==> src/rtl/uart_program_loader.sv <==
// UART program loader: receives a SYNC/LEN/DATA/CSUM framed image, writes it into
// CPU memory from address 0x00 and releases cpu_run only after a checksum-valid load.
//   state        | meaning
//   RX_IDLE      | line idle, waiting for a falling edge
//   RX_START     | half-bit wait, confirm start bit
//   RX_DATA      | sampling 8 data bits, LSB first
//   RX_STOP      | sampling stop bit
//   F_WAIT_SYNC  | CPU held, waiting for 0xA5
//   F_LEN        | next byte is the data length (0 = 256)
//   F_DATA       | writing data bytes into memory
//   F_CSUM       | next byte is judged against the running sum
//   F_RUN        | image valid, CPU running, watching for a new 0xA5
module uart_program_loader #(
  parameter int CLKS_PER_BIT = 104,
  parameter int TIMEOUT_CLKS = 1200000
) (
  input  logic       CLK_12MHz,
  input  logic       RST_n,
  input  logic       UART_RX,
  output logic       mem_we,
  output logic [7:0] mem_addr,
  output logic [7:0] mem_wdata,
  output logic       cpu_run,
  output logic       loading,
  output logic       load_err
);

  localparam int BW = $clog2(CLKS_PER_BIT);
  localparam int TW = $clog2(TIMEOUT_CLKS);

  localparam logic [1:0] RX_IDLE  = 2'd0;
  localparam logic [1:0] RX_START = 2'd1;
  localparam logic [1:0] RX_DATA  = 2'd2;
  localparam logic [1:0] RX_STOP  = 2'd3;

  localparam logic [2:0] F_WAIT_SYNC = 3'd0;
  localparam logic [2:0] F_LEN       = 3'd1;
  localparam logic [2:0] F_DATA      = 3'd2;
  localparam logic [2:0] F_CSUM      = 3'd3;
  localparam logic [2:0] F_RUN       = 3'd4;

  localparam logic [7:0] SYNC_BYTE = 8'hA5;

  logic          r_rx_meta, r_rx_sync;
  logic [1:0]    r_rx_state;
  logic [BW-1:0] r_bit_tmr;
  logic [2:0]    r_bit_idx;
  logic [7:0]    r_shift;
  logic          r_rx_valid, r_frm_err;

  logic [2:0]    r_f_state;
  logic [8:0]    r_cnt;
  logic [7:0]    r_addr, r_sum;
  logic [TW-1:0] r_tmo;
  logic          r_mem_we, r_cpu_run, r_loading, r_load_err;
  logic [7:0]    r_mem_addr, r_mem_wdata;
  logic          w_tmo_fire, w_abort;

  // Synchronizer resets to the idle level so reset release never looks like a start bit.
  always_ff @(posedge CLK_12MHz) begin
    if (!RST_n) begin
      r_rx_meta <= 1'b1;
      r_rx_sync <= 1'b1;
    end else begin
      r_rx_meta <= UART_RX;
      r_rx_sync <= r_rx_meta;
    end
  end

  always_ff @(posedge CLK_12MHz) begin
    if (!RST_n) begin
      r_rx_state <= RX_IDLE;
      r_bit_tmr  <= '0;
      r_bit_idx  <= '0;
      r_shift    <= '0;
      r_rx_valid <= 1'b0;
      r_frm_err  <= 1'b0;
    end else begin
      r_rx_valid <= 1'b0;
      r_frm_err  <= 1'b0;
      case (r_rx_state)
        RX_IDLE: begin
          if (!r_rx_sync) begin
            r_rx_state <= RX_START;
            r_bit_tmr  <= BW'(CLKS_PER_BIT / 2 - 1);
          end
        end
        RX_START: begin
          if (r_bit_tmr == '0) begin
            if (!r_rx_sync) begin
              r_rx_state <= RX_DATA;
              r_bit_tmr  <= BW'(CLKS_PER_BIT - 1);
              r_bit_idx  <= '0;
            end else begin
              r_rx_state <= RX_IDLE;
            end
          end else begin
            r_bit_tmr <= r_bit_tmr - BW'(1);
          end
        end
        RX_DATA: begin
          if (r_bit_tmr == '0) begin
            r_shift   <= {r_rx_sync, r_shift[7:1]};
            r_bit_tmr <= BW'(CLKS_PER_BIT - 1);
            r_bit_idx <= r_bit_idx + 3'd1;
            if (r_bit_idx == 3'd7) r_rx_state <= RX_STOP;
          end else begin
            r_bit_tmr <= r_bit_tmr - BW'(1);
          end
        end
        default: begin
          if (r_bit_tmr == '0) begin
            r_rx_valid <= r_rx_sync;
            r_frm_err  <= !r_rx_sync;
            r_rx_state <= RX_IDLE;
          end else begin
            r_bit_tmr <= r_bit_tmr - BW'(1);
          end
        end
      endcase
    end
  end

  // Inter-byte watchdog: reloaded by every received byte, only counts down mid-frame.
  always_ff @(posedge CLK_12MHz) begin
    if (!RST_n) begin
      r_tmo <= '0;
    end else if (!r_loading || r_rx_valid) begin
      r_tmo <= TW'(TIMEOUT_CLKS - 1);
    end else if (r_tmo != '0) begin
      r_tmo <= r_tmo - TW'(1);
    end
  end

  assign w_tmo_fire = r_loading && (r_tmo == '0) && !r_rx_valid;
  assign w_abort    = r_loading && (r_frm_err || w_tmo_fire);

  always_ff @(posedge CLK_12MHz) begin
    if (!RST_n) begin
      r_f_state   <= F_WAIT_SYNC;
      r_cnt       <= '0;
      r_addr      <= '0;
      r_sum       <= '0;
      r_mem_we    <= 1'b0;
      r_mem_addr  <= '0;
      r_mem_wdata <= '0;
      r_cpu_run   <= 1'b0;
      r_loading   <= 1'b0;
      r_load_err  <= 1'b0;
    end else begin
      r_mem_we <= 1'b0;
      if (w_abort) begin
        r_load_err <= 1'b1;
        r_loading  <= 1'b0;
        r_f_state  <= F_WAIT_SYNC;
      end else if (r_rx_valid) begin
        case (r_f_state)
          F_WAIT_SYNC, F_RUN: begin
            if (r_shift == SYNC_BYTE) begin
              r_load_err <= 1'b0;
              r_cpu_run  <= 1'b0;
              r_loading  <= 1'b1;
              r_addr     <= '0;
              r_sum      <= '0;
              r_f_state  <= F_LEN;
            end
          end
          F_LEN: begin
            r_cnt     <= (r_shift == 8'd0) ? 9'd256 : {1'b0, r_shift};
            r_f_state <= F_DATA;
          end
          F_DATA: begin
            r_mem_we    <= 1'b1;
            r_mem_addr  <= r_addr;
            r_mem_wdata <= r_shift;
            r_sum       <= r_sum + r_shift;
            r_addr      <= r_addr + 8'd1;
            r_cnt       <= r_cnt - 9'd1;
            if (r_cnt == 9'd1) r_f_state <= F_CSUM;
          end
          F_CSUM: begin
            r_loading <= 1'b0;
            if (r_shift == r_sum) begin
              r_cpu_run <= 1'b1;
              r_f_state <= F_RUN;
            end else begin
              r_load_err <= 1'b1;
              r_f_state  <= F_WAIT_SYNC;
            end
          end
          default: r_f_state <= F_WAIT_SYNC;
        endcase
      end
    end
  end

  assign mem_we    = r_mem_we;
  assign mem_addr  = r_mem_addr;
  assign mem_wdata = r_mem_wdata;
  assign cpu_run   = r_cpu_run;
  assign loading   = r_loading;
  assign load_err  = r_load_err;

endmodule

==> config.mk <==
export PLATFORM = sky130hd
export DESIGN_NAME = uart_program_loader
export DESIGN_NICKNAME = d
export VERILOG_FILES = /design/src/rtl/uart_program_loader.sv
export SDC_FILE = /design/constraint.sdc
export NUM_CORES = 1
export LEC_CHECK = 0
export BUFFER_PORTS_ARGS = -buffer_cell sky130_fd_sc_hd__buf_2
export CORE_ASPECT_RATIO = 0.7
export CORE_MARGIN = 2
export CORE_UTILIZATION = 48
export CTS_BUF_LIST = sky130_fd_sc_hd__clkbuf_16
export DETAILED_ROUTE_END_ITERATION = 16
export GPL_TIMING_DRIVEN = 0
export PLACE_DENSITY_LB_ADDON = 0.15
export SLEW_MARGIN = 20
export SYNTH_ARGS = -nofsm -noshare
export SYNTH_HDL_FRONTEND = slang
export SYNTH_SLANG_ARGS = --single-unit
==> constraint.sdc <==
create_clock -name CLK_12MHz -period 6 [get_ports CLK_12MHz]
set_input_delay 0.6 -clock CLK_12MHz [delete_from_list [all_inputs] [get_ports CLK_12MHz]]
set_output_delay 0.6 -clock CLK_12MHz [all_outputs]
set_load 0.02 [all_outputs]
# Word-level counts from Yosys, hierarchy flattened
# Cells that the tools add are included.
dict set report op_classes {
  addsub 6
  eq_ne 22
  n_mux 38
  bitwise_logic 4
  reduce_logical 38
}
# operator n
set ops {}
lappend ops {{$mux 21} 2}
lappend ops {{$mux 7} 5}
lappend ops {{$pmux 8 s2} 2}
lappend ops {{$logic_not 21->1} 1}
lappend ops {{$pmux 7 s3} 1}
lappend ops {{$reduce_bool 21->1} 1}
lappend ops {{$sub 21x1->21 const B} 1}
lappend ops {{$mux 3} 6}
lappend ops {{$pmux 9 s2} 1}
lappend ops {{$ne 2x2->1 const B} 8}
lappend ops {{$reduce_and 3->1} 5}
lappend ops {{$reduce_bool 2->1} 7}
lappend ops {{$mux 2} 6}
lappend ops {{$pmux 3 s4} 1}
lappend ops {{$reduce_and 4->1} 3}
lappend ops {{$reduce_and 5->1} 2}
lappend ops {{$eq 9x1->1 const B} 1}
lappend ops {{$mux 9} 1}
lappend ops {{$ne 3x3->1 const B} 3}
lappend ops {{$sub 9x1->9 const B} 1}
lappend ops {{$add 8x1->8 const B} 1}
lappend ops {{$add 8x8->8} 1}
lappend ops {{$eq 8x8->1} 1}
lappend ops {{$eq 8x8->1 const B} 1}
lappend ops {{26 further kinds} 46}
dict set report totals {
  register_bits 93
  inputBits 3
  out_inout_bits 20
  elab_cells 128
}

# Depth between registers and ports, before layout
# Gate-level depths: netlist of run 1.
dict set report depth {
  word_depth 7
  depth_mapped 9
  mapped_depth_nobuf 7
}

# Least setup slack after synthesis of run 1
# OpenSTA, ideal clock, no wires.
dict set report synth_path {
  kind {reg-to-reg}
  start {register r_bit_tmr[0]}
  end {register r_bit_tmr[3]}
  setup_time_ns 0.117
  arrival_time_ns 2.027
  t_required_ns 5.883
  slack_ns 3.855
  path_stages_with_launch 9
  path_buffers 1
  period_less_slack_ns 2.145
  path_cell_list {dfxtp_1 inv_1 ha_1 or4b_1 clkbuf_1 or3_1 a21oi_1 o21ai_0 a32o_1}
}
dict set report synth_between {
  elab_chain_len 3
  word_cells_on_any_way 9
  classes_between {1 x add/sub; 2 x eq/ne; 4 x mux; 2 x reduce/logical}
}
# element line_no
set synth_lines {}
lappend synth_lines {{start: declaration} 46} ;# logic [BW-1:0] r_bit_tmr;
lappend synth_lines {{start signal: assignment} 85} ;# r_bit_tmr <= BW'(CLKS_PER_BIT / 2 - 1);
lappend synth_lines {{start signal: assignment} 92} ;# r_bit_tmr <= BW'(CLKS_PER_BIT - 1);
lappend synth_lines {{start signal: assignment} 98} ;# r_bit_tmr <= r_bit_tmr - BW'(1);
lappend synth_lines {{$sub 7x1->7 / $logic_not 7->1 (equally long branches)} n/a}
lappend synth_lines {{$mux 7, or another cell as far along} 112} ;# if (r_bit_tmr == '0) begin
lappend synth_lines {{$pmux 7 s3 / $reduce_and 3->1 (equally long branches)} n/a}
# Parallel ways exist; a longest one is shown, timed or not. The select of a mux whose other input is x is not followed.
# A chain may end at the register's enable or synchronous reset.

# Worst setup path after layout of run 1
dict set report layout_path {
  start {register r_shift[3]}
  end {register r_sum[7]}
}
dict set report layout_between {
  elab_chain_len 3
  word_cells_on_any_way 5
  classes_between {1 x add/sub; 2 x eq/ne; 1 x mux; 1 x reduce/logical}
}
# element line_no
set layout_lines {}
lappend layout_lines {{start: declaration} 48} ;# logic [7:0] r_shift;
lappend layout_lines {{start signal: assignment} 103} ;# r_shift <= {r_rx_sync, r_shift[7:1]};
lappend layout_lines {{branches (longest 3 deep; another with $add 8x8->8)} n/a}
lappend layout_lines {{end signal: assignment} 176} ;# r_sum <= r_sum + r_shift;
lappend layout_lines {{end: declaration} 53} ;# logic [7:0] r_addr, r_sum;
# Parallel ways; which one is timed is not known.

==> impl_metrics.yaml, run 1 <==
sta:
  max_slew_margin_pct: 38.5
  rsz0062_at_grt: "false"
  final-setup-viol-count: 0
  hold_ws_ns: 0.407
  finClkSkew_ns: 0.00990
  worstMarginPinSlew_ns: 0.919
  max_freq_ghz: 0.407
  tns_ns: 0
  hold_viol_final: 0
  min_period_ns: 2.46
  slew_viol_final: 0
  finalCritPeriodShare_pct: 40.9
power:
  comb_power_share_pct: 19.7
  power.density_nw_per_um2: 291
  pwr-share-clk_pct: 36.7
  switching_power_mw: 0.465
  leakage_nw: 2.00
  p_sw_share_pct: 30.2
  ir_worst_vdd_v: 0.000196
  p_seq_share_pct: 43.6
  intPower_mw: 1.07
clock_tree:
  cts_tree: "yes"
  cts-root-buf: "clkbuf_16"
  post-cts-setup-buffers: 0
  numCtsBuffers: 9
  cts_resized: 0
  path_clk_slew_ns: 0.07
  htreeDepth: 3
  cts_max_path_buffers: 2
  cts_sinks: 93
  clk_latency_ns: 0.34
  ctsHoldBuffers: 0
routing:
  wire_per_inst_um: 16.0
  firstDrtPassIters: 5
  vias: 4238
  wirelength_um: 11600
  drcViolationCount: 0
  ant_nets: 0
  routed_via_density: 5.81
  dr.first_iter.drc_count: 266
yosys:
  yosysTopAreaCell: "dfxtp_1"
  syn_area_per_cell_sq_um: 8.38
  synth.yosys.seq_area_share_pct: 39.3
  synth_area_sq_um: 4730
  synth_edf_count: 0
  synth_cell_types: 69
  async_flop_share_pct: 0
  synth_commonest_cells: "dfxtp_1, a21oi_1, nor2_1"
  yosysMostFrequentCell: "dfxtp_1"
  synthCells: 565
  ys_ff_latch: 93
  yosys_warnings: 0
  synth_nets: 588
  synthFlopType: "dfxtp_1"
  synthTopCellsByArea: "dfxtp_1, a21oi_1, ha_1"
  synth_top_area_share_pct: 39.3
placed_design:
  hpwl_um: 8400
  place.gp.congestion: 0.879
  port_buffers: 21
critical_path:
  critPathArrivalTime_ns: 2.68
  cp-start-kind: "flop"
  worstSetupPathType: "reg -> reg"
  crit_required_ns: 6.23
  critPathCaptureType: "flop"
  worstPathMaxFanout: 10
outcome:
  outcome: "completed"
grt:
  grt_pass1_wl_um: 19200
  grt_antenna_before_repair: 0
  grt_max_degree: 17
  grtUsageTotal_pct: 22.8
  gr-total-overflow: 0
  grt_pass1_vias: 3890
finish:
  syn2layout_area_growth_pct: 11.9
  n_antenna_cell: 0
  drive_gt1_share_pct: 10.5
  nets: 620
floorplanning:
  coreArea_sq_um: 9650
  ioPinCount: 23
  fp.dieW_um: 123
  die_h_um: 87.1
  die_area_sq_um: 10700
  start_util_pct: 49.1
  num_rows: 30
job:
  drv_cap: 0
worst_hold_path:
  min_path_type: "reg -> reg"
[cells in the final DEF, fill, tap and decap left out, types with 3 or more instances in the layout]
cell type,n
mux2i_1,10
o22ai_1,6
xnor2_1,9
clkbuf_1,20
o21a_1,7
a41oi_1,3
buf_2,27
or2_2,4
dfxtp_1,93
or3_1,14
nand2b_1,17
nand4_1,7
nor2_1,59
and3_1,3
a32o_1,4
o211ai_1,3
o21ai_0,17
and2_1,4
or3b_2,3
nor3_1,15
ha_1,19
xor2_1,10
or4_1,5
a21o_1,5
o41ai_1,3
inv_1,15
nand3_1,11
a22oi_1,5
nor4_1,10
clkbuf_16,9
o31a_1,4
nor2b_1,4
a2111oi_0,4
a21oi_1,59
nand2_1,56
a31oi_1,9
[power by group through the flow]
stage,logic (mW),clock network (mW),registers [mW]
after floorplan,0.231,0,0.677
after detailed placement,0.294,0,0.684
after global placement,0.287,0,0.683
after CTS,0.295,0.580,0.670
after global routing,0.338,0.600,0.675
final,0.303,0.566,0.671
[worst paths after layout]
check | cells past startpoint | start | slack (ns) | to
worst max-delay path | 4 | r_shift[3]$_SDFFE_PN0P_ | 3.54 | r_sum[7]$_SDFFE_PN0P_
worst min-delay path | 1 | r_rx_meta$_SDFF_PN1_ | 0.41 | r_rx_sync$_SDFF_PN1_
worst max register to register | 4 | r_shift[3]$_SDFFE_PN0P_ | 3.54 | r_sum[7]$_SDFFE_PN0P_
worst min register to register | 1 | r_rx_meta$_SDFF_PN1_ | 0.41 | r_rx_sync$_SDFF_PN1_
[layout make-up]
class	count	area, sq um
Buffer	29	118
Clock buffer	9	225
Clock inverter	7	71.3
Fill cell	924	4350
Inverter	15	56.3
Multi-Input combinational cell	428	2700
Sequential cell	93	1860
Tap cell	128	160
Timing Repair Buffer	21	105
[registers in the layout (all words and copies together), names as in the netlist, 2 cells and up]
signal      cells
r_cnt           9
r_rx_state      2
r_tmo          21
r_bit_tmr       7
r_sum           8
mem_wdata       8
r_addr          8
mem_addr        8
r_bit_idx       3
r_f_state       3
r_shift         8
[per-stage QoR]
| step | power, mW | cell area [sq um] | cells | util (%) | setup WS [ns] |
|---|---|---|---|---|---|
| floorplan | 0.908 | 4730 | 565 | - | 3.86 |
| global placement | 0.970 | 5000 | 714 | 51.8 | 3.60 |
| detailed placement | 0.978 | 5000 | 714 | 51.8 | 3.56 |
| CTS | 1.55 | 5300 | 730 | 54.9 | 3.57 |
| global route | 1.61 | 5300 | 730 | 54.9 | 3.34 |
| finish | 1.54 | 5300 | 730 | 54.9 | 3.54 |
[routing by layer]
layer	global-route usage [%]	part of all wire (%)	routed length, um
met3	4.58	4.4	517
met5	0	0	0
met1	32.3	51	5950
met4	6.48	0.78	91
met2	35.3	44	5090
[worst max-delay path, stage by stage (launching register included)]
cell,delay [ns]
dfxtp_1,0.39
or4_4,0.61
o31ai_4,0.59
nand2_2,0.32
a311o_1,0.44
[kinds of logic after synthesis]
| group | count (synthesis) | share of synthesized area, % |
|---|---|---|
| buffers and inverters | 44 | 3.67 |
| AOI/OAI and AO/OA | 150 | 20.9 |
| xor gates and xnor gates | 19 | 3.51 |
| DFF | 93 | 39.3 |
| muxes | 11 | 2.35 |
| and+or+nand+nor | 228 | 24.8 |
| adders and majority gates | 20 | 5.44 |
No activity file was read; power rests on OpenSTA's default activity.
==> run 2: changes to the inputs <==
- clock period: 6 -> 2.1 ns (I/O delays scaled with it)
==> run 2 against run 1 <==
Effect of this change: the flow now finishes with violations (setup timing); routed wire length rose by 10%; combinational power rose to 4.8 times the previous value; die area did not move; maximum frequency rose by 14%; non-clock buffer count rose by 15; first-iteration DRC count rose by 53%; cell count rose by 2.1%; power rose to 3.4 times the previous value; clock-buffer cell count did not move.
==> impl_metrics.yaml, run 2 (same netlist as run 1, synthesis figures left out) <==
routing:
  vias: 4407
  dr.first_iter.drc_count: 406
  wire_per_inst_um: 17.2
  wirelength_um: 12800
  ant_nets: 0
  routed_via_density: 5.92
  drcViolationCount: 0
  firstDrtPassIters: 5
placed_design:
  hpwl_um: 8420
  dpl_worst_slack_ns: -0.319
  port_buffers: 21
  place.gp.congestion: 0.831
clock_tree:
  cts_max_path_buffers: 2
  cts_tree: "yes"
  cts_sinks: 93
  numCtsBuffers: 9
  clk_latency_ns: 0.34
  cts-root-buf: "clkbuf_16"
  ctsHoldBuffers: 0
  path_clk_slew_ns: 0.07
  htreeDepth: 3
sta:
  hold_viol_final: 0
  max_slew_margin_pct: 47.8
  min_period_ns: 2.16
  max_freq_ghz: 0.463
  final-setup-viol-count: 4
  hold_ws_ns: 0.0425
  finClkSkew_ns: 0.00678
  worstMarginPinSlew_ns: 0.777
  slew_viol_final: 0
  finalCritPeriodShare_pct: 103
  rsz0062_at_grt: "true"
  setup_slack_ns: -0.0588
grt:
  grt_antenna_before_repair: 0
  grtUsageTotal_pct: 24.1
  grt_pass1_wl_um: 20200
  gr-total-overflow: 0
  grt_pass1_vias: 3932
  grt_max_degree: 17
critical_path:
  cp-start-kind: "flop"
  critPathArrivalTime_ns: 2.40
  rr_endpoint: "r_bit_tmr[3]$_SDFFE_PN0P_"
  crit_required_ns: 2.34
  reg2reg_from: "r_bit_tmr[0]$_SDFFE_PN0P_"
  worstPathMaxFanout: 5
  r2r_slack_ns: -0.06
  critPathLaunch: "r_bit_tmr[0]$_SDFFE_PN0P_"
  ff2ff_path_depth: 8
  worstSetupPathType: "reg -> reg"
  critPathCaptureType: "flop"
power:
  p_sw_share_pct: 31.1
  ir_worst_vdd_v: 0.000795
  comb_power_share_pct: 27.8
  switching_power_mw: 1.61
  finalPower_mw: 5.16
  pwr-share-clk_pct: 34.4
  power.density_nw_per_um2: 891
  p_seq_share_pct: 37.8
  intPower_mw: 3.56
  leakage_nw: 2.16
finish:
  drive_gt1_share_pct: 22.5
  final_cell_mix: "dfxtp_1, nor2_1, nand2_1"
  syn2layout_area_growth_pct: 22.4
  largest_reg_flops: 21
  nets: 635
  n_antenna_cell: 0
  reg_top3: "r_tmo (21), r_cnt (9)"
  layout_commonest_cell: "dfxtp_1"
  regMostFlops: "r_tmo"
floorplanning:
  start_util_pct: 49.1
  ioPinCount: 23
  fp.dieW_um: 123
  die_area_sq_um: 10700
  die_h_um: 87.1
  coreArea_sq_um: 9650
  num_rows: 30
worst_hold_path:
  min_path_type: "in -> reg"
  hold_depth: 2
  min_to: "r_rx_meta$_SDFF_PN1_"
  min_from: "UART_RX"
job:
  drv_cap: 0
outcome:
  outcome: "finished with violations"
  violations: "setup timing"
==> run 2: cell types whose count changed in the layout (fill, tap and decap cells not counted), moves of 4 or more <==
cell / previous run / this run
dfxtp_1: 93 / 82
buf_6: 0 / 5
a21oi_1: 59 / 53
clkbuf_1: 20 / 14
dfxtp_2: 0 / 8
buf_4: 0 / 18
a21oi_2: 0 / 5
a2111oi_0: 4 / 0
nor4_1: 10 / 5
==> run 2: worst max-delay path by stage <==
stage                                     end  slack (ns)  cells after the start
detailed placement     r_tmo[17]$_SDFFE_PN0P_       -0.32                      6
global route        r_bit_tmr[1]$_SDFFE_PN0P_       -0.12                      8
global placement        r_sum[7]$_SDFFE_PN0P_       -0.30                      4
CTS                 r_bit_tmr[0]$_SDFFE_PN0P_       -0.03                      7
floorplan           r_bit_tmr[3]$_SDFFE_PN0P_        0.02                      8
finish              r_bit_tmr[3]$_SDFFE_PN0P_       -0.06                      8
==> run 2: area by class of cell <==
class                   count  area, sq um
fillers                   836         3850
flip-flops and latches     93         1880
repair buffers             42          278
clock inverters             7         97.6
well taps                 128          160
clock buffers               9          225
inverters                  15         56.3
plain buffers              23          110
multi-input cells         428         2980
==> run 2: per-stage QoR <==
step | area (sq um) | std cells | utilization (%) | TNS [ns]
finish | 5790 | 745 | 60.1 | -0.168
floorplan | 4740 | 565 | - | 0
global placement | 5010 | 714 | 51.9 | -8.96
detailed placement | 5010 | 714 | 51.9 | -10.04
global route | 5790 | 745 | 60.1 | -0.895
CTS | 5510 | 737 | 57.1 | -0.143
==> run 2: power groups by stage <==
stage               clock network (mW)  logic [mW]  registers (mW)
finish                            1.77        1.44            1.95
global route                      1.86        1.55            1.96
CTS                               1.81        1.04            1.92
detailed placement                   0       0.868            1.95
global placement                     0       0.853            1.95
floorplan                            0       0.689            1.94
==> run 2: critical path, cell delays in order (launching register included) <==
cell	delay, ns
dfxtp_4	0.36
inv_2	0.06
ha_4	0.12
or4b_4	0.51
or3_4	0.45
a21oi_4	0.20
buf_6	0.12
nor3_2	0.03
a32o_1	0.20
==> run 2: repair_timing <==
action | in CTS | in global routing
gates cloned | 0 | 1
gates resized for setup | 31 | 58
pin swaps | 6 | 18
setup buffers | 9 | 11
endpoints found under the setup margin | 68 | 62
==> run 2: routing by layer <==
| layer | share of wire (%) | wire [um] | up-vias | global-route usage [%] |
|---|---|---|---|---|
| li1 | - | - | 2154 | - |
| met1 | 48 | 6120 | 2094 | 35.3 |
| met2 | 45 | 5750 | 140 | 35.2 |
| met3 | 5.9 | 761 | 19 | 5.69 |
| met4 | 1.7 | 220 | 0 | 6.58 |
| met5 | 0 | 0 | - | 0 |
